### config.mk
export PLATFORM = sky130hd
export DESIGN_NAME = sram_req_ctrl_flat
export DESIGN_NICKNAME = d
export VERILOG_FILES = /design/src/rtl/sram_ctrl_pkg.sv /design/src/rtl/sram_req_ctrl_if.sv /design/src/rtl/sram_rsp_slot.sv /design/src/rtl/sram_req_ctrl.sv /design/src/flat_wrapper.sv
export SDC_FILE = /design/constraint.sdc
export NUM_CORES = 1
export LEC_CHECK = 0
export ABC_AREA = 1
export ABC_CLOCK_PERIOD_IN_PS = 1410
export CORE_MARGIN = 2
export CORE_UTILIZATION = 42
export DETAILED_ROUTE_END_ITERATION = 10
export PLACE_DENSITY = 0.91
export SLEW_MARGIN = 25
export SYNTH_ARGS = -nofsm -noshare
export SYNTH_HDL_FRONTEND = slang
export SYNTH_SLANG_ARGS = --single-unit
### constraint.sdc
create_clock -name clk -period 1.41 [get_ports clk]
set_input_delay 0.141 -clock clk [delete_from_list [all_inputs] [get_ports clk]]
set_output_delay 0.141 -clock clk [all_outputs]
set_load 0.01 [all_outputs]
### src/rtl/sram_ctrl_pkg.sv
// sram_ctrl_pkg: shared types and default widths for the sram request controller
package sram_ctrl_pkg;
  localparam int DATA_W = 32;
  localparam int ADDR_W = 9;
  localparam int LEN_W = 4;
  typedef enum logic [1:0] {IDLE, RD, WR} state_t;
  typedef struct packed {
    logic              write;
    logic [ADDR_W-1:0] addr;
    logic [LEN_W-1:0]  len;
    logic [DATA_W-1:0] wdata;
  } req_t;
endpackage

### src/rtl/sram_req_ctrl_if.sv
// sram_req_ctrl_if: request/response handshake plus sram strobe bundle
interface sram_req_ctrl_if import sram_ctrl_pkg::*; #(
  parameter int DATA_WIDTH = DATA_W,
  parameter int ADDR_WIDTH = ADDR_W,
  parameter int LEN_WIDTH = LEN_W
);
  logic                  req_valid;
  logic                  req_ready;
  logic                  req_write;
  logic [ADDR_WIDTH-1:0] req_addr;
  logic [LEN_WIDTH-1:0]  req_len;
  logic [DATA_WIDTH-1:0] req_wdata;
  logic                  rsp_valid;
  logic                  rsp_ready;
  logic [DATA_WIDTH-1:0] rsp_data;
  logic                  rsp_last;
  logic                  busy;
  logic [ADDR_WIDTH-1:0] sram_address;
  logic [DATA_WIDTH-1:0] sram_wd;
  logic                  sram_banksel;
  logic                  sram_read;
  logic                  sram_write;
  logic [DATA_WIDTH-1:0] sram_dataout;
  modport master (
    input  req_valid, req_write, req_addr, req_len, req_wdata, rsp_ready, sram_dataout,
    output req_ready, rsp_valid, rsp_data, rsp_last, busy,
           sram_address, sram_wd, sram_banksel, sram_read, sram_write
  );
  modport slave (
    output req_valid, req_write, req_addr, req_len, req_wdata, rsp_ready, sram_dataout,
    input  req_ready, rsp_valid, rsp_data, rsp_last, busy,
           sram_address, sram_wd, sram_banksel, sram_read, sram_write
  );
endinterface

### src/rtl/sram_rsp_slot.sv
// sram_rsp_slot: single-entry valid/ready output register
module sram_rsp_slot #(
  parameter int DATA_WIDTH = 32
) (
  input  logic                  clk,
  input  logic                  rst,
  input  logic                  load,
  input  logic                  last_in,
  input  logic [DATA_WIDTH-1:0] din,
  input  logic                  ready,
  output logic                  valid,
  output logic                  last,
  output logic [DATA_WIDTH-1:0] data,
  output logic                  free
);
  assign free = !valid || ready;
  always_ff @(posedge clk) begin
    if (rst) begin
      valid <= 1'b0;
      last  <= 1'b0;
      data  <= '0;
    end else if (load) begin
      valid <= 1'b1;
      last  <= last_in;
      data  <= din;
    end else if (ready) begin
      valid <= 1'b0;
    end
  end
endmodule

### src/rtl/sram_req_ctrl.sv
// sram_req_ctrl: turns read/fill burst requests into per-cycle sram strobes
module sram_req_ctrl import sram_ctrl_pkg::*; #(
  parameter int DATA_WIDTH = DATA_W,
  parameter int ADDR_WIDTH = ADDR_W,
  parameter int LEN_WIDTH = LEN_W
) (
  input logic            clk,
  input logic            rst,
  sram_req_ctrl_if.master bus
);
  state_t                state, state_nx;
  logic [ADDR_WIDTH-1:0] cur_addr;
  logic [LEN_WIDTH-1:0]  beat, len_r;
  logic [DATA_WIDTH-1:0] fill;
  logic                  free, accept, issue, wr, last;
  assign accept = state == IDLE && bus.req_valid;
  assign issue  = state == RD && free;
  assign wr     = state == WR;
  assign last   = beat == len_r;
  always_comb begin
    state_nx         = state;
    bus.req_ready    = state == IDLE;
    bus.busy         = state != IDLE;
    bus.sram_read    = issue;
    bus.sram_write   = wr;
    bus.sram_banksel = issue || wr;
    bus.sram_address = (issue || wr) ? cur_addr : '0;
    bus.sram_wd      = wr ? fill : '0;
    if (accept) state_nx = bus.req_write ? WR : RD;
    else if ((issue || wr) && last) state_nx = IDLE;
  end
  always_ff @(posedge clk) begin
    if (rst) begin
      state    <= IDLE;
      cur_addr <= '0;
      beat     <= '0;
      len_r    <= '0;
      fill     <= '0;
    end else begin
      state <= state_nx;
      if (accept) begin
        cur_addr <= bus.req_addr;
        len_r    <= bus.req_len;
        fill     <= bus.req_wdata;
        beat     <= '0;
      end else if (issue || wr) begin
        cur_addr <= cur_addr + 1'b1;
        beat     <= beat + 1'b1;
      end
    end
  end
  sram_rsp_slot #(.DATA_WIDTH(DATA_WIDTH)) u_slot (
    .clk     (clk),
    .rst     (rst),
    .load    (issue),
    .last_in (last),
    .din     (bus.sram_dataout),
    .ready   (bus.rsp_ready),
    .valid   (bus.rsp_valid),
    .last    (bus.rsp_last),
    .data    (bus.rsp_data),
    .free    (free)
  );
endmodule
### src/flat_wrapper.sv
// flat-port wrapper written by rule: the top's interface ports become plain ports
module sram_req_ctrl_flat import sram_ctrl_pkg::*;
#(
  parameter int DATA_WIDTH = DATA_W,
  parameter int ADDR_WIDTH = ADDR_W,
  parameter int LEN_WIDTH = LEN_W
)
  (clk, rst, bus_req_valid, bus_req_write, bus_req_addr, bus_req_len, bus_req_wdata, bus_rsp_ready, bus_sram_dataout, bus_req_ready, bus_rsp_valid, bus_rsp_data, bus_rsp_last, bus_busy, bus_sram_address, bus_sram_wd, bus_sram_banksel, bus_sram_read, bus_sram_write);
  sram_req_ctrl_if #(.DATA_WIDTH(DATA_WIDTH), .ADDR_WIDTH(ADDR_WIDTH), .LEN_WIDTH(LEN_WIDTH)) bus_i ();
  input logic clk;
  input logic rst;
  input wire logic [$bits(bus_i.req_valid)-1:0] bus_req_valid;
  input wire logic [$bits(bus_i.req_write)-1:0] bus_req_write;
  input wire logic [$bits(bus_i.req_addr)-1:0] bus_req_addr;
  input wire logic [$bits(bus_i.req_len)-1:0] bus_req_len;
  input wire logic [$bits(bus_i.req_wdata)-1:0] bus_req_wdata;
  input wire logic [$bits(bus_i.rsp_ready)-1:0] bus_rsp_ready;
  input wire logic [$bits(bus_i.sram_dataout)-1:0] bus_sram_dataout;
  output wire logic [$bits(bus_i.req_ready)-1:0] bus_req_ready;
  output wire logic [$bits(bus_i.rsp_valid)-1:0] bus_rsp_valid;
  output wire logic [$bits(bus_i.rsp_data)-1:0] bus_rsp_data;
  output wire logic [$bits(bus_i.rsp_last)-1:0] bus_rsp_last;
  output wire logic [$bits(bus_i.busy)-1:0] bus_busy;
  output wire logic [$bits(bus_i.sram_address)-1:0] bus_sram_address;
  output wire logic [$bits(bus_i.sram_wd)-1:0] bus_sram_wd;
  output wire logic [$bits(bus_i.sram_banksel)-1:0] bus_sram_banksel;
  output wire logic [$bits(bus_i.sram_read)-1:0] bus_sram_read;
  output wire logic [$bits(bus_i.sram_write)-1:0] bus_sram_write;
  assign bus_i.req_valid = bus_req_valid;
  assign bus_i.req_write = bus_req_write;
  assign bus_i.req_addr = bus_req_addr;
  assign bus_i.req_len = bus_req_len;
  assign bus_i.req_wdata = bus_req_wdata;
  assign bus_i.rsp_ready = bus_rsp_ready;
  assign bus_i.sram_dataout = bus_sram_dataout;
  assign bus_req_ready = bus_i.req_ready;
  assign bus_rsp_valid = bus_i.rsp_valid;
  assign bus_rsp_data = bus_i.rsp_data;
  assign bus_rsp_last = bus_i.rsp_last;
  assign bus_busy = bus_i.busy;
  assign bus_sram_address = bus_i.sram_address;
  assign bus_sram_wd = bus_i.sram_wd;
  assign bus_sram_banksel = bus_i.sram_banksel;
  assign bus_sram_read = bus_i.sram_read;
  assign bus_sram_write = bus_i.sram_write;
  sram_req_ctrl #(.DATA_WIDTH(DATA_WIDTH), .ADDR_WIDTH(ADDR_WIDTH), .LEN_WIDTH(LEN_WIDTH)) u_core (.clk(clk), .rst(rst), .bus(bus_i));
endmodule
==> metrics.txt, run 1 <==
Layout fillers 587; sw frac 0.320; Final TNS setup -10,370 ps; sequential cell area 0.00171 mm²; CTS tree yes; I/O pin cnt 162; crit path launch type register; Worst setup EP type register; most frequent cells in the layout 97 x nor2_1, 89 x clkdlybuf4s50_1, 83 x dfxtp_1, 61 x inv_1, 51 x nand2_1; Leak 0.00310 µW; sequential area share after synthesis 0.465; Overflow after GRT 0; Clock transition at path regs 90 ps; # nets final 805; DRC 0; syn avg cell area 7.08 µm²; largest net degree at the start of global routing 48; Max Cap Viol 0; via density per instance 5.17; DR pass1 iterations 5; WP data required 1710 ps; CTS Buf Count 9; failing checks negative setup slack; logic gate share of total power 0.336; Port Buffers 161; Final setup viols 94; Tot GR Track Use 0.256; post-route ant nets 0; share of layout cells above drive strength 1 0.334; initial antenna violation count 0; minimum hold slack 396 ps; post-DP HPWL 7520 µm; cell area after synthesis 0.00366 mm²; first-pass GRT wire length 19,800 µm; Hold Vio Cnt, Final 0; diode count 0; synth warn 0; GPL Wtd Cong 0.899; die area 0.00947 mm²; row cnt 34; Post-Route Skew 9.00 ps; HP Class in -> reg; DR vias 4,305; Root Driver clkbuf_8; Num Clock Sinks 85; final core occ 0.774; max-slew violations 0; Sw Pwr 2150 µW; Placed Cells incl. Taps 786; area of the multi-input gates 0.00210 mm²; worst setup path class reg -> reg; Final Cycle Share 1.14; PD cells 1010 mW/mm²; Starting DRT DRC Count 188; FMAX 0.624 GHz; post-synth net total 601; CTS max path bufs 2; worst skew pair latency 360 ps; Syn-to-layout area delta 81.8%; RSZ-0062 raised after global routing yes; vias in the first global route 4,230; final critical-path setup slack -193 ps; Initial Util 0.426; Slew @ Worst Pin 631 ps; CP max FO 6; clock share of power 0.256; final worst path period need 1600 ps; Die Wd 97.3 µm; Reg power frac 0.408; core area 0.00859 mm²; Crit path arrival time 1900 ps; H-tree Lvls 3; most common cell after layout, fill and taps aside nor2_1; final WL 13,800 µm; wire length per cell 16.6 µm; DIE HEIGHT 97.3 µm; hold bufs inserted after CTS 0; Post-Synthesis Cells 517; relative slew slack 0.578; status finished with violations; Yosys reg bits 85; Peak supply drop 0.636 mV; count of cell types in the netlist 25; fin cells 833; Int Power 4570 µW
[cells in the mapped netlist, drive strengths merged]
library cell  count  area share
nand3            15       0.024
nand2            63       0.073
ha                2      0.0068
buf              10       0.019
xor2              1      0.0024
nor3              5      0.0068
clkbuf           17       0.017
a21oi            52       0.071
nor2            122        0.13
dfxtp            85        0.47
or2               3      0.0051
inv              68       0.072
a211oi            1      0.0034
a21boi            1      0.0021
o21ai            72       0.098
[per-layer routing]
metal	up-vias	global-route usage	wire length, µm	part of all wire
li1	2039	-	-	-
met1	2020	0.301	5400	0.39
met2	211	0.468	7080	0.51
met3	35	0.0540	951	0.069
met4	0	0.0769	355	0.026
met5	-	0	0	0
[sequential cells by signal (all words and copies together), names as in the netlist]
| name | cells |
|---|---|
| u_core.beat | 4 |
| u_core.cur_addr | 9 |
| u_core.fill | 32 |
| u_core.len_r | 4 |
| u_core.state | 2 |
| u_core.u_slot.data | 32 |
| u_core.u_slot.last | 1 |
| u_core.u_slot.valid | 1 |
[logic make-up after synthesis]
| kind of cell | synth area share |
|---|---|
| DFF | 0.465 |
| AOI/OAI and AO/OA | 0.175 |
| adders and majority gates | 0.00684 |
| buffers and inverters | 0.108 |
| xor gates and xnor gates | 0.00239 |
| and+or+nand+nor | 0.242 |
[through the flow]
step	setup slack [ps]	total power (µW)	instance area [µm²]
global placement	-366	4250	5500
CTS	-167	6380	6080
global route	-254	7020	6650
finish	-193	6730	6650
floorplan	92.0	3540	3660
detailed placement	-367	4300	5500
[path summary, 6_finish.rpt]
path | startpoint | end | slack (ps) | depth (start not counted)
worst max-delay path | u_core.state[1] | u_core.cur_addr[7] | -190 | 10
worst min-delay path | bus_req_wdata[31] | u_core.fill[31] | 400 | 3
worst max register to register | u_core.state[1] | u_core.cur_addr[7] | -190 | 10
worst min register to register | u_core.fill[25] | u_core.fill[25] | 460 | 2
[timing repair]
| item | 4_1_cts | 5_1_grt |
|---|---|---|
| pin swaps | 9 | 30 |
| buffers inserted | 13 | 11 |
| cloned | 10 | 6 |
| gates resized for setup | 292 | 136 |
| endpoints found under the setup margin | 100 | 125 |
[area by class of cell]
type	instances	area share
Multi-Input combinational cell	339	0.316
Inverter	68	0.0404
Tap cell	108	0.0203
Sequential cell	85	0.257
Clock buffer	10	0.0192
Clock inverter	5	0.00941
Timing Repair Buffer	218	0.338
[power groups by stage]
stage / Sequential [µW] / Clock [µW] / Combinational (µW)
finish: 2750 / 1720 / 2260
global route: 2770 / 1840 / 2410
CTS: 2740 / 1730 / 1920
detailed placement: 2790 / 0 / 1510
global placement: 2780 / 0 / 1470
floorplan: 2830 / 0 / 713
[worst max-delay path: stages, from the launching register on]
cell	delay [ps]
dfxtp_2	340
buf_6	120
buf_6	110
nor2_4	120
buf_6	150
buf_12	130
nand2_8	90
buf_6	190
nand3_1	90
nand2_1	70
a21oi_2	120
(Power assumes the default switching activity.)
==> run 2: changes to the inputs <==
--- a/config.mk
+++ b/config.mk
@@ -11,6 +11,7 @@
 export CORE_UTILIZATION = 42
 export DETAILED_ROUTE_END_ITERATION = 10
 export PLACE_DENSITY = 0.91
+export REMOVE_ABC_BUFFERS = 1
 export SLEW_MARGIN = 25
 export SYNTH_ARGS = -nofsm -noshare
 export SYNTH_HDL_FRONTEND = slang
==> run 2 against run 1 <==
  * The run still ends with negative setup slack left
  * Clock-buffer cell count did not move
  * Core utilization decreased by 4.1 points
  * Global-route usage shrank 3.9 points
  * Cell area fell by 5.3%
  * First-iteration DRC count fell by 33%
  * Sequential power barely moved
  * Critical path type is now reg -> out
==> metrics.txt, run 2 (same netlist as run 1, synthesis figures left out) <==
final WL 11,400 µm (-17%); Peak supply drop 0.553 mV (-13%); final worst path period need 1580 ps (-22.8 ps); most common cell after layout, fill and taps aside clkdlybuf4s50_1; Clock transition at path regs 90 ps (about the same); initial antenna violation count 0 (unchanged); Initial Util 0.426 (unchanged); vias in the first global route 3,774 (-11%); # nets final 801 (-0.50%); largest net degree at the start of global routing 43 (-10%); placed instance area 0.00559 mm² (+1.5%); wire length per cell 13.8 µm (-17%); die area 0.00947 mm² (unchanged); fin cells 829 (-0.48%); FMAX 0.633 GHz (+1.4%); final critical-path setup slack -170 ps (+22.8 ps); post-route ant nets 0 (unchanged); Num Clock Sinks 85 (unchanged); HP Class in -> reg; Max Cap Viol 0 (unchanged); DRC 0 (unchanged); post-DP HPWL 7540 µm (+0.20%); Root Driver clkbuf_8; core area 0.00859 mm² (unchanged); routing usage on met3 0.0475 (-0.00647); row cnt 34 (unchanged); Leak 0.00275 µW (-11%); max-slew violations 0 (unchanged); relative slew slack 0.715 (+0.137); biggest regs u_core.fill x32, u_core.u_slot.data x32, u_core.cur_addr x9; GPL Wtd Cong 0.887 (-1.3%); failing checks negative setup slack; most frequent cells in the layout 104 x clkdlybuf4s50_1, 97 x nor2_1, 83 x dfxtp_1, 60 x inv_1, 58 x nand2_1; Design Area, Final 0.00630 mm² (-5.3%); Setup Slack @ Placement -376 ps (-9.50 ps); first-pass GRT wire length 16,900 µm (-14%); crit path launch type register; DIE HEIGHT 97.3 µm (unchanged); WP data required 1270 ps (-440 ps); CTS tree yes; Post-Route Skew 9.20 ps (+0.208 ps); Port Buffers 161 (unchanged); Placed Cells incl. Taps 794 (+1.0%); CTS max path bufs 2 (unchanged); final core occ 0.733 (-0.0412); H-tree Lvls 3 (unchanged); met1 usage 0.256 (-0.0451); area of the multi-input gates 0.00188 mm² (-10%); CTS Buf Count 9 (unchanged); sequential cell area 0.00171 mm² (unchanged); RSZ-0062 raised after global routing yes; Final setup viols 86 (-8.5%); diode count 0 (unchanged); Overflow after GRT 0 (unchanged); Syn-to-layout area delta 72.1%; worst skew pair latency 350 ps (about the same); CP max FO 11 (+5); Tot GR Track Use 0.217 (-0.0394); met2 Resource Use GR 0.387 (-0.0807); I/O pin cnt 162 (unchanged); Worst setup EP type output port; global route hottest layer met2; PD cells 1010 mW/mm² (+0.16%); status finished with violations; Die Wd 97.3 µm (unchanged); worst setup path class reg -> out; Final TNS setup -6240 ps (+4140 ps); DR pass1 iterations 4 (-1); Starting DRT DRC Count 126 (-33%); Slew @ Worst Pin 428 ps (-203 ps); DR vias 4,045 (-6.0%); Crit path arrival time 1440 ps (-460 ps); Layout fillers 638 (+8.7%); share of layout cells above drive strength 1 0.290 (-0.0439); Reg2Reg Setup Slack -100 ps (+90 ps); Final Cycle Share 1.12 (-0.0162); via density per instance 4.88 (-5.6%); Hold Vio Cnt, Final 0 (unchanged)
==> run 2: layout make-up <==
type                       instances  share of cell area
sequential                        85               0.271
clock buffer                      10              0.0203
inverter                          68              0.0433
tap                              108              0.0215
multi-input combinational        338               0.299
clock inverter                     5             0.00974
timing repair buffer             215               0.335
==> run 2: final timing paths <==
check | cells after the start | startpoint | end
max | 8 | u_core.state[1] | bus_sram_address[4]
min | 3 | bus_req_wdata[0] | u_core.fill[0]
max reg2reg | 7 | u_core.state[0] | u_core.fill[2]
min reg2reg | 2 | u_core.fill[3] | u_core.fill[3]
==> run 2: report_power, final <==
group | leakage [µW] | switching, µW | internal (µW)
Sequential | 0.000701 | 108 | 2630
Combinational | 0.00196 | 950 | 1010
Clock | 0.0000850 | 862 | 816
==> run 2: stage by stage <==
step | hold slack, ps | total power (µW)
finish | 404 | 6380
global route | 401 | 6720
CTS | 379 | 6080
detailed placement | 443 | 4350
global placement | 439 | 4300
floorplan | 210 | 3480
==> run 2: worst max-delay path, cell delays in order, from the launching register on <==
cell     delay (ps)
dfxtp_2         350
inv_2            60
nor2_4          120
inv_4            90
buf_6           130
nand2_8          70
inv_8            50
nor2_2           90
buf_2           130
==> run 2: routing by layer <==
metal  vias up  part of all wire
li1       2025                 -
met1      1867              0.41
met2       141              0.51
met3        12             0.061
met4         0             0.013
met5         -                 0
==> run 2: what timing repair did <==
action / 4_1_cts / 5_1_grt
hold buffers: 0 / 0
setup buffers: 5 / 6
gates cloned: 2 / 8
setup endpoints to repair: 105 / 106
pin swaps: 5 / 9
gates resized for setup: 246 / 101
